[src/rtl/deinterleaver.sv]
// WiMAX receive bit deinterleaver: ping-pong block buffer writing bits at the
// inverse-permuted address and reading them out in FEC order.
// Optional completed-block counter port: define DEINT_BLK_CNT_EN.
module deinterleaver #(
  parameter int NCBPS = 192,
  parameter int NCPC  = 2,
  parameter int D     = 16
) (
  input  logic        clk,
  input  logic        resetN,
  input  logic        data_in,
  input  logic        valid_demod,
  output logic        ready_deinterleaver,
  output logic        data_out,
  output logic        valid_deinterleaver,
  input  logic        ready_fec_dec
`ifdef DEINT_BLK_CNT_EN
  ,
  output logic [15:0] blk_count
`endif
);
  localparam int S  = ((NCPC + 1) / 2 < 1) ? 1 : (NCPC + 1) / 2;
  localparam int AW = $clog2(NCBPS);
  localparam int MW = $clog2(D * NCBPS) + 1;
  localparam logic [MW-1:0] S_C  = MW'(S);
  localparam logic [MW-1:0] D_C  = MW'(D);
  localparam logic [MW-1:0] N_C  = MW'(NCBPS);
  localparam logic [MW-1:0] N1_C = MW'(NCBPS - 1);
  localparam logic [AW-1:0] LAST = AW'(NCBPS - 1);

  logic [AW-1:0]    j_q, j_d, k_q, k_d, wr_addr;
  logic             wr_bank_q, wr_bank_d, rd_bank_q, rd_bank_d;
  logic [1:0]       full_q, full_d;
  logic [NCBPS-1:0] bank_q [2];
  logic [MW-1:0]    jx, m, dm;
  logic             wr_fire, rd_fire;

  assign ready_deinterleaver = !full_q[wr_bank_q];
  assign valid_deinterleaver = full_q[rd_bank_q];
  assign data_out            = bank_q[rd_bank_q][k_q];
  assign wr_fire             = valid_demod && ready_deinterleaver;
  assign rd_fire             = valid_deinterleaver && ready_fec_dec;

  // Inverse of both permutation steps; sized so d*(Ncbps-1) never overflows.
  always_comb begin
    jx      = MW'(j_q);
    m       = S_C * (jx / S_C) + ((jx + (D_C * jx) / N_C) % S_C);
    dm      = D_C * m;
    wr_addr = AW'(dm - N1_C * (dm / N_C));
  end

  always_comb begin
    j_d       = j_q;
    k_d       = k_q;
    wr_bank_d = wr_bank_q;
    rd_bank_d = rd_bank_q;
    full_d    = full_q;
    if (wr_fire) begin
      if (j_q == LAST) begin
        j_d               = '0;
        full_d[wr_bank_q] = 1'b1;
        wr_bank_d         = ~wr_bank_q;
      end else begin
        j_d = j_q + AW'(1);
      end
    end
    // A finishing write and a finishing read always target different banks.
    if (rd_fire) begin
      if (k_q == LAST) begin
        k_d               = '0;
        full_d[rd_bank_q] = 1'b0;
        rd_bank_d         = ~rd_bank_q;
      end else begin
        k_d = k_q + AW'(1);
      end
    end
  end

  always_ff @(posedge clk) begin
    if (!resetN) begin
      j_q       <= '0;
      k_q       <= '0;
      wr_bank_q <= 1'b0;
      rd_bank_q <= 1'b0;
      full_q    <= '0;
    end else begin
      j_q       <= j_d;
      k_q       <= k_d;
      wr_bank_q <= wr_bank_d;
      rd_bank_q <= rd_bank_d;
      full_q    <= full_d;
    end
  end

  always_ff @(posedge clk) begin
    if (resetN && wr_fire) bank_q[wr_bank_q][wr_addr] <= data_in;
  end

`ifdef DEINT_BLK_CNT_EN
  logic [15:0] blk_cnt_q;

  always_ff @(posedge clk) begin
    if (!resetN) blk_cnt_q <= '0;
    else if (rd_fire && k_q == LAST) blk_cnt_q <= blk_cnt_q + 16'd1;
  end

  assign blk_count = blk_cnt_q;
`endif

endmodule

[config.mk]
export PLATFORM = sky130hd
export DESIGN_NAME = deinterleaver
export DESIGN_NICKNAME = d
export VERILOG_FILES = /design/src/rtl/deinterleaver.sv
export SDC_FILE = /design/constraint.sdc
export NUM_CORES = 1
export LEC_CHECK = 0
export BUFFER_PORTS_ARGS = -buffer_cell sky130_fd_sc_hd__buf_2
export CAP_MARGIN = 30
export CORE_ASPECT_RATIO = 1.4
export CORE_MARGIN = 4
export CORE_UTILIZATION = 40
export DETAILED_ROUTE_END_ITERATION = 7
export PLACE_DENSITY = 0.62
export RECOVER_POWER = 50
export SETUP_SLACK_MARGIN = 0.5
export SLEW_MARGIN = 0
export SYNTH_ARGS = -nofsm -noshare
export SYNTH_HDL_FRONTEND = slang
export SYNTH_SLANG_ARGS = --single-unit
[constraint.sdc]
create_clock -name clk -period 8.02 [get_ports clk]
set_clock_uncertainty 0.05 [all_clocks]
set_input_delay 0 -clock clk [delete_from_list [all_inputs] [get_ports clk]]
set_output_delay 0 -clock clk [all_outputs]
set_load 0.005 [all_outputs]
==> results of run 1 <==
==> worst max-delay path, stage by stage <==
cell and delay, ns:
sky130_fd_sc_hd__dlygate4sd3_1 0.52, sky130_fd_sc_hd__clkbuf_1 2.48, sky130_fd_sc_hd__buf_2 3.31
==> cell type report <==
cell class,instances,area [sq um],share of cell area [%]
Clock buffer,48,1050,5.00
Clock inverter,23,256,1.22
Inverter,34,128,0.606
Multi-Input combinational cell,875,6570,31.2
Sequential cell,405,12000,56.8
Tap cell,624,781,3.71
Timing Repair Buffer,40,313,1.49
==> worst min-delay path by stage <==
stage	slack, ns	to	from
final	0.38	wr_bank_q$_SDFFE_PN0P_	resetN
after global routing	0.40	wr_bank_q$_SDFFE_PN0P_	resetN
after CTS	0.35	wr_bank_q$_SDFFE_PN0P_	resetN
after detailed placement	0.25	full_q[1]$_SDFF_PN0_	valid_demod
after global placement	0.24	full_q[1]$_SDFF_PN0_	valid_demod
after floorplan	0.05	bank_q[0][0]$_DFFE_PP_	data_in
==> stage by stage <==
| step | utilization (%) | setup WS, ns | total power, mW | hold WS (ns) | instance area (sq um) |
|---|---|---|---|---|---|
| after floorplan | - | 2.29 | 2.41 | 0.0489 | 19200 |
| after global placement | 41.7 | 1.38 | 2.45 | 0.241 | 19700 |
| after detailed placement | 41.7 | 1.17 | 2.46 | 0.249 | 19700 |
| after CTS | 44.6 | 1.13 | 4.34 | 0.350 | 21100 |
| after global routing | 44.5 | 0.394 | 4.44 | 0.402 | 21100 |
| final | 44.5 | 1.11 | 4.30 | 0.378 | 21100 |
==> routing by layer <==
layer | GRT usage (%) | wire (um) | vias to the layer above
met5 | 0 | 0 | -
met4 | 6.26 | 1580 | 0
met3 | 2.29 | 2520 | 83
met2 | 31.1 | 23200 | 366
met1 | 21.9 | 17100 | 5845
li1 | - | - | 5121
==> synthesized netlist by cell type, types with 8 or more instances <==
| cell | count | area share (%) |
|---|---|---|
| sky130_fd_sc_hd__nor3_1 | 12 | 0.31 |
| sky130_fd_sc_hd__a21oi_1 | 8 | 0.21 |
| sky130_fd_sc_hd__buf_6 | 12 | 0.70 |
| sky130_fd_sc_hd__a22oi_1 | 18 | 0.70 |
| sky130_fd_sc_hd__nand3_1 | 10 | 0.26 |
| sky130_fd_sc_hd__mux2i_1 | 68 | 3.5 |
| sky130_fd_sc_hd__nor2b_1 | 10 | 0.33 |
| sky130_fd_sc_hd__inv_1 | 30 | 0.59 |
| sky130_fd_sc_hd__a31oi_1 | 9 | 0.29 |
| sky130_fd_sc_hd__dfxtp_1 | 21 | 2.2 |
| sky130_fd_sc_hd__xor2_1 | 8 | 0.37 |
| sky130_fd_sc_hd__fa_1 | 12 | 1.3 |
| sky130_fd_sc_hd__mux4_2 | 72 | 8.4 |
| sky130_fd_sc_hd__buf_2 | 21 | 0.55 |
| sky130_fd_sc_hd__and3_1 | 9 | 0.29 |
| sky130_fd_sc_hd__nand4_1 | 10 | 0.33 |
| sky130_fd_sc_hd__buf_4 | 9 | 0.35 |
| sky130_fd_sc_hd__nand2_1 | 61 | 1.2 |
| sky130_fd_sc_hd__and2_1 | 10 | 0.33 |
| sky130_fd_sc_hd__ha_1 | 28 | 1.8 |
| sky130_fd_sc_hd__o211ai_4 | 8 | 0.89 |
| sky130_fd_sc_hd__xnor2_1 | 13 | 0.59 |
| sky130_fd_sc_hd__nor2_1 | 368 | 7.2 |
| sky130_fd_sc_hd__a221oi_1 | 10 | 0.46 |
| sky130_fd_sc_hd__nand4_2 | 10 | 0.65 |
| sky130_fd_sc_hd__edfxtp_1 | 384 | 60 |
| sky130_fd_sc_hd__clkbuf_1 | 62 | 1.2 |
| sky130_fd_sc_hd__nor2_2 | 46 | 1.5 |
==> cell usage in the layout, fill, tap and decap left out, types with 10 or more instances in the layout <==
cell,n
sky130_fd_sc_hd__mux4_2,72
sky130_fd_sc_hd__fa_1,12
sky130_fd_sc_hd__xnor2_1,13
sky130_fd_sc_hd__buf_4,24
sky130_fd_sc_hd__inv_1,30
sky130_fd_sc_hd__nor2_2,46
sky130_fd_sc_hd__mux2i_1,68
sky130_fd_sc_hd__a22oi_1,18
sky130_fd_sc_hd__edfxtp_1,384
sky130_fd_sc_hd__a221oi_1,10
sky130_fd_sc_hd__nand3_1,10
sky130_fd_sc_hd__nor3_1,12
sky130_fd_sc_hd__dfxtp_1,19
sky130_fd_sc_hd__nand2_1,61
sky130_fd_sc_hd__nor2_1,368
sky130_fd_sc_hd__clkbuf_16,41
sky130_fd_sc_hd__nand4_1,10
sky130_fd_sc_hd__nand4_2,10
sky130_fd_sc_hd__ha_1,28
==> what timing repair did <==
item                                   CTS  global route
resized for setup                        0             0
endpoints found under the hold margin   45             0
hold buffers                             5             0
==> flip-flops by register name, summed over array words and instances, names as in the netlist, named ones only <==
name       cells
wr_bank_q      1
k_q            8
bank_q       384
full_q         2
j_q            8
rd_bank_q      1
==> power breakdown <==
group	leakage, nW	internal, mW	switching [mW]
clock	0.642	1.10	0.786
combinational	2.09	0.0171	0.0778
sequential	3.62	2.32	0.00140
==> cells by family (layout without fill, tap and decap cells) <==
group | after synthesis | after routing | share of synthesized area (%)
AOI/OAI and AO/OA | 107 | 107 | 4.80
buffers and inverters | 141 | 145 | 3.54
DFF | 405 | 405 | 62.3
xor gates and xnor gates | 23 | 23 | 1.17
and+or+nand+nor | 562 | 562 | 13.0
muxes | 143 | 143 | 12.2
adders and majority gates | 40 | 40 | 3.08
==> flow_summary.rst, run 1 <==
.. list-table::
   :header-rows: 1

   * - Metric
     - Value
   * - Data arrival time of the critical path
     - around 6.6 ns
   * - DR WL/cell
     - 21.7 um
   * - Data required time at the worst endpoint
     - roughly 7.7 ns
   * - Syn_nets
     - approximately 1,500
   * - Number of warning messages in the yosys log
     - 0
   * - Mapped Area
     - 19,200 sq um
   * - Sinks on the clock net
     - approximately 410
   * - Worst hold path type
     - primary input to flip-flop
   * - Max-cap violation count
     - 2
   * - Residual overflow from global routing
     - 0
   * - HPWL Detailed
     - 26,700 um
   * - Count of antenna-violating nets left after detailed routing
     - 0
   * - Final TNS setup
     - 0 ns
   * - Weighted congestion reported at the end of routability-driven placement
     - 0.770
   * - Dpl cells
     - between 1,500 and 2,000
   * - Transition time of the tightest slew-check pin
     - 4.28 ns
   * - Master cell of the clock root buffer
     - sky130_fd_sc_hd__clkbuf_16
   * - Post-CTS Setup Inserts
     - 0
   * - Synthesized netlist cell count
     - ~1,400
   * - Initial cell density of the core
     - a little over 40%
   * - Clock buffer count from CTS
     - 39
   * - Leakage power summed over all cells
     - approximately 6.4 nW
   * - Endpoint of the worst register-to-register path
     - bank_q[0][78]$_DFFE_PP_
   * - Routed WL
     - between 40,000 and 50,000 um
   * - Antenna diode count
     - 0
   * - Fmax
     - 0.145 GHz
   * - Kind of end point of the critical path
     - flip-flop
   * - Final number of max-transition violations
     - 387
   * - CTS Buffer Depth
     - 3
   * - Worst Path Class, Setup
     - primary input to flip-flop
   * - GRT Overall Usage
     - 17.5%
   * - Violated checks
     - capacitance limit, slew limit
   * - Count of standard-cell rows
     - 94
   * - Final #Nets
     - between 1,000 and 1,500
   * - Post-layout minimum cycle time
     - roughly 7 ns
   * - Number of cells on the worst reg-to-reg path
     - 19
   * - Remaining design rule violation count
     - 0
   * - Via count normalized by instance count
     - roughly 5.6
   * - Status
     - finished with violations
   * - RR Startpoint
     - j_q[6]$_SDFFE_PN0P_
   * - Fraction of layout cells with a size suffix above 1
     - 17.3%
   * - Most used flip-flop cell after synthesis
     - sky130_fd_sc_hd__edfxtp_1
   * - Final-report setup violation count
     - 0
   * - CTS clk-pin slew, worst paths
     - 0.06 ns
   * - Setup crit end
     - bank_q[0][75]$_DFFE_PP_
   * - Post-synth EDFFs
     - 384
   * - Sequential area share after synthesis
     - 62.3%
   * - Number of ports placed on the die boundary
     - 8
   * - Clock latency on the worst-skew pair
     - 0.53 ns
   * - Hold Path Cell Cnt
     - 3
   * - Final hold violation count
     - 0
   * - Htree depth
     - 2
   * - TritonCTS clock tree
     - done
   * - Std-Cell Core Area
     - 47,300 sq um
   * - Synth Register Bits
     - 405
   * - Slew headroom
     - -186%
   * - Wire length of the first global-routing pass
     - 68,600 um
   * - Number of detailed-route iterations in the first pass
     - 5
   * - Average instance area after synthesis
     - 13.5 sq um
   * - Port Buf Inserts
     - 7
   * - Unrepaired setup endpoints after global routing
     - no
   * - Crit Path Max Fanout
     - 290
   * - Count of filler cells inserted in the layout
     - 4,265
   * - Area of the die
     - between 50,000 and 60,000 sq um
   * - Number of distinct library cells after synthesis
     - 69
   * - Worst setup startpoint
     - data_in
   * - Final worst path period share
     - between 80% and 90%
   * - Crit path launch type
     - primary input
   * - Vias
     - 11,400
   * - Width of the die
     - 193 um
   * - Worst IR drop on VDD
     - 0.129 mV
   * - Area growth from synthesis to layout
     - 9.70%
   * - Total power density per cell area
     - ~200 nW/um^2
   * - Filler-free cell count of the finished design
     - 2,049
   * - Number of global-route vias before repair
     - 11,600
   * - Pin count of the biggest net entering global routing
     - between 200 and 300
   * - Number of violations reported at the end of detailed-routing iteration 0
     - 1,118
   * - Setup slack of the most critical reg-to-reg path
     - ~1.1 ns
   * - Number of antenna violations at the first check in global routing
     - 0
   * - Proportion of synthesized flip-flops having asynchronous set or reset
     - 0%
   * - Die Ht
     - 267 um
Note: power is estimated with default switching activity, not from simulation.
==> run 2, diff against run 1 <==
--- a/config.mk
+++ b/config.mk
@@ -13,6 +13,7 @@
 export DETAILED_ROUTE_END_ITERATION = 7
 export PLACE_DENSITY = 0.62
 export RECOVER_POWER = 50
+export REMOVE_ABC_BUFFERS = 1
 export SETUP_SLACK_MARGIN = 0.5
 export SLEW_MARGIN = 0
 export SYNTH_ARGS = -nofsm -noshare
==> run 2 against run 1 <==
  * The flow still finishes with violations (capacitance limit, slew limit)
  * Cell area shrank 0.94%
  * Largest cell class unchanged
  * Setup slack got worse by 0.017 ns
  * Wire length grew 1.5%
  * Register-to-register slack worse by 0.04 ns
  * First-iteration DRC count fell by 10%
  * Global-route usage increased by 0.26 points
==> flow_summary.rst, run 2 (same netlist as run 1, synthesis figures left out) <==
.. list-table::
   :header-rows: 1

   * - Metric
     - Value
   * - Transition time of the tightest slew-check pin
     - 5.74 ns
   * - Hold-fix buffers, CTS
     - 4
   * - CTS Buffer Depth
     - 3
   * - Std-Cell Core Area
     - 47,300 sq um
   * - Kind of end point of the critical path
     - flip-flop
   * - HPWL Detailed
     - 26,800 um
   * - Max-cap violation count
     - 3
   * - DR WL/cell
     - 22.1 um
   * - Crit Path Max Fanout
     - 16
   * - Quantity of gates resized following cts
     - 0
   * - Number of global-route vias before repair
     - 11,700
   * - Sinks on the clock net
     - 405
   * - Final worst path period share
     - 86.4%
   * - Largest regs
     - bank_q x384, j_q x8, k_q x8
   * - Post-place instance area
     - around 20,000 sq um
   * - Summed area of non-filler cells in the final layout
     - 20,900 sq um
   * - Commonest non-fill, non-tap cells in the layout
     - 384 x sky130_fd_sc_hd__edfxtp_1, 368 x sky130_fd_sc_hd__nor2_1, 72 x sky130_fd_sc_hd__mux4_2
   * - Data required time at the worst endpoint
     - 8.20 ns
   * - Crit path launch type
     - flip-flop
   * - GRT Overall Usage
     - 17.8%
   * - Worst IR drop on VDD
     - 0.139 mV
   * - Leakage power summed over all cells
     - approximately 6.2 nW
   * - Final #Nets
     - 1,436
   * - Pin count of the biggest net entering global routing
     - ~200
   * - Wire length of the first global-routing pass
     - 69,500 um
   * - Number of ports placed on the die boundary
     - 8
   * - Clock buffer count from CTS
     - 38
   * - Violated checks
     - capacitance limit, slew limit
   * - Slew headroom
     - -283%
   * - Dpl cells
     - 1,969
   * - Most common cell after layout, fill and taps aside
     - sky130_fd_sc_hd__edfxtp_1
   * - Post-CTS Setup Inserts
     - 0
   * - Data arrival time of the critical path
     - around 7.1 ns
   * - Vias
     - 11,400
   * - Max reg flops
     - 384
   * - Register containing the most flip-flops in the final layout
     - bank_q
   * - Number of antenna violations at the first check in global routing
     - 0
   * - Area of the die
     - 51,600 sq um
   * - Filler-free cell count of the finished design
     - 2,045
   * - Final-report setup violation count
     - 0
   * - CTS clk-pin slew, worst paths
     - 0.06 ns
   * - Final number of max-transition violations
     - 310
   * - Fraction of layout cells with a size suffix above 1
     - 16.0%
   * - Worst Path Class, Setup
     - flip-flop to flip-flop
   * - Final hold violation count
     - 0
   * - Routed WL
     - 45,100 um
   * - Final TNS setup
     - 0 ns
   * - Unrepaired setup endpoints after global routing
     - no
   * - Area growth from synthesis to layout
     - 8.67%
   * - Total power density per cell area
     - roughly 200 nW/um^2
   * - Fmax
     - 0.144 GHz
   * - Worst hold path type
     - primary input to flip-flop
   * - Worst hold slack
     - 0.357 ns
   * - Count of antenna-violating nets left after detailed routing
     - 0
   * - Master cell of the clock root buffer
     - sky130_fd_sc_hd__clkbuf_16
   * - Remaining design rule violation count
     - 0
   * - Clock latency on the worst-skew pair
     - 0.53 ns
   * - Via count normalized by instance count
     - 5.58
   * - Weighted congestion reported at the end of routability-driven placement
     - 0.803
   * - Port Buf Inserts
     - 7
   * - Number of detailed-route iterations in the first pass
     - 5
   * - Residual overflow from global routing
     - 0
   * - Htree depth
     - 2
   * - Number of violations reported at the end of detailed-routing iteration 0
     - 1,003
   * - Count of standard-cell rows
     - 94
   * - TritonCTS clock tree
     - done
   * - Antenna diode count
     - 0
   * - Status
     - finished with violations
   * - Core occupancy in the finished layout
     - between 40% and 50%
   * - Initial cell density of the core
     - 40.6%
   * - Die Ht
     - 267 um
   * - Width of the die
     - roughly 190 um
   * - Post-layout minimum cycle time
     - 6.93 ns
==> run 2: report_power, final <==
part           total [mW]  internal [mW]  switching (mW)
Combinational      0.0979         0.0186          0.0793
Clock                1.70          0.939           0.757
Sequential           2.32           2.32         0.00118
Total                4.11           3.28           0.837
==> run 2: routing by layer <==
layer  global-route usage [%]  wire length (um)
met1                     22.0             17700
met2                     31.9             23600
met3                     2.19              2220
met4                     6.30              1650
met5                        0                 0
==> run 2: worst paths after layout <==
check	from	endpoint	slack (ns)	cells past startpoint
min	resetN	wr_bank_q$_SDFFE_PN0P_	0.36	3
min reg2reg	full_q[0]$_SDFF_PN0_	full_q[0]$_SDFF_PN0_	0.51	1
max reg2reg	j_q[6]$_SDFFE_PN0P_	bank_q[0][75]$_DFFE_PP_	1.09	19
max	j_q[6]$_SDFFE_PN0P_	bank_q[0][75]$_DFFE_PP_	1.09	19
==> run 2: layout make-up <==
cell class              count  area, sq um
repair buffers             37          279
well taps                 624          781
multi-input cells         875         6580
clock inverters            11         45.0
fillers                  4324        26400
clock buffers              59         1090
flip-flops and latches    405        12000
inverters                  34          128
==> run 2: metrics by stage <==
step,setup WS (ns),total power [mW]
after CTS,1.05,4.14
after global placement,1.32,2.45
after global routing,0.697,4.24
after detailed placement,1.07,2.46
after floorplan,1.42,2.41
final,1.09,4.11
==> run 2: critical path, stage by stage (launching register included) <==
cell and delay (ns):
sky130_fd_sc_hd__dfxtp_1 0.59, sky130_fd_sc_hd__nor3b_1 0.45, sky130_fd_sc_hd__a21oi_1 0.08, sky130_fd_sc_hd__o22ai_1 0.18, sky130_fd_sc_hd__nand2_1 0.20, sky130_fd_sc_hd__nand2_1 0.31
sky130_fd_sc_hd__inv_1 0.15, sky130_fd_sc_hd__fa_1 0.41, sky130_fd_sc_hd__fa_1 0.55, sky130_fd_sc_hd__inv_1 0.04, sky130_fd_sc_hd__ha_1 0.29, sky130_fd_sc_hd__fa_1 0.54
sky130_fd_sc_hd__inv_1 0.04, sky130_fd_sc_hd__ha_1 0.35, sky130_fd_sc_hd__a21o_1 0.19, sky130_fd_sc_hd__a21oi_1 0.19, sky130_fd_sc_hd__xnor3_2 0.32, sky130_fd_sc_hd__a21o_1 0.52
sky130_fd_sc_hd__nand4_1 0.80, sky130_fd_sc_hd__nor2_1 0.34
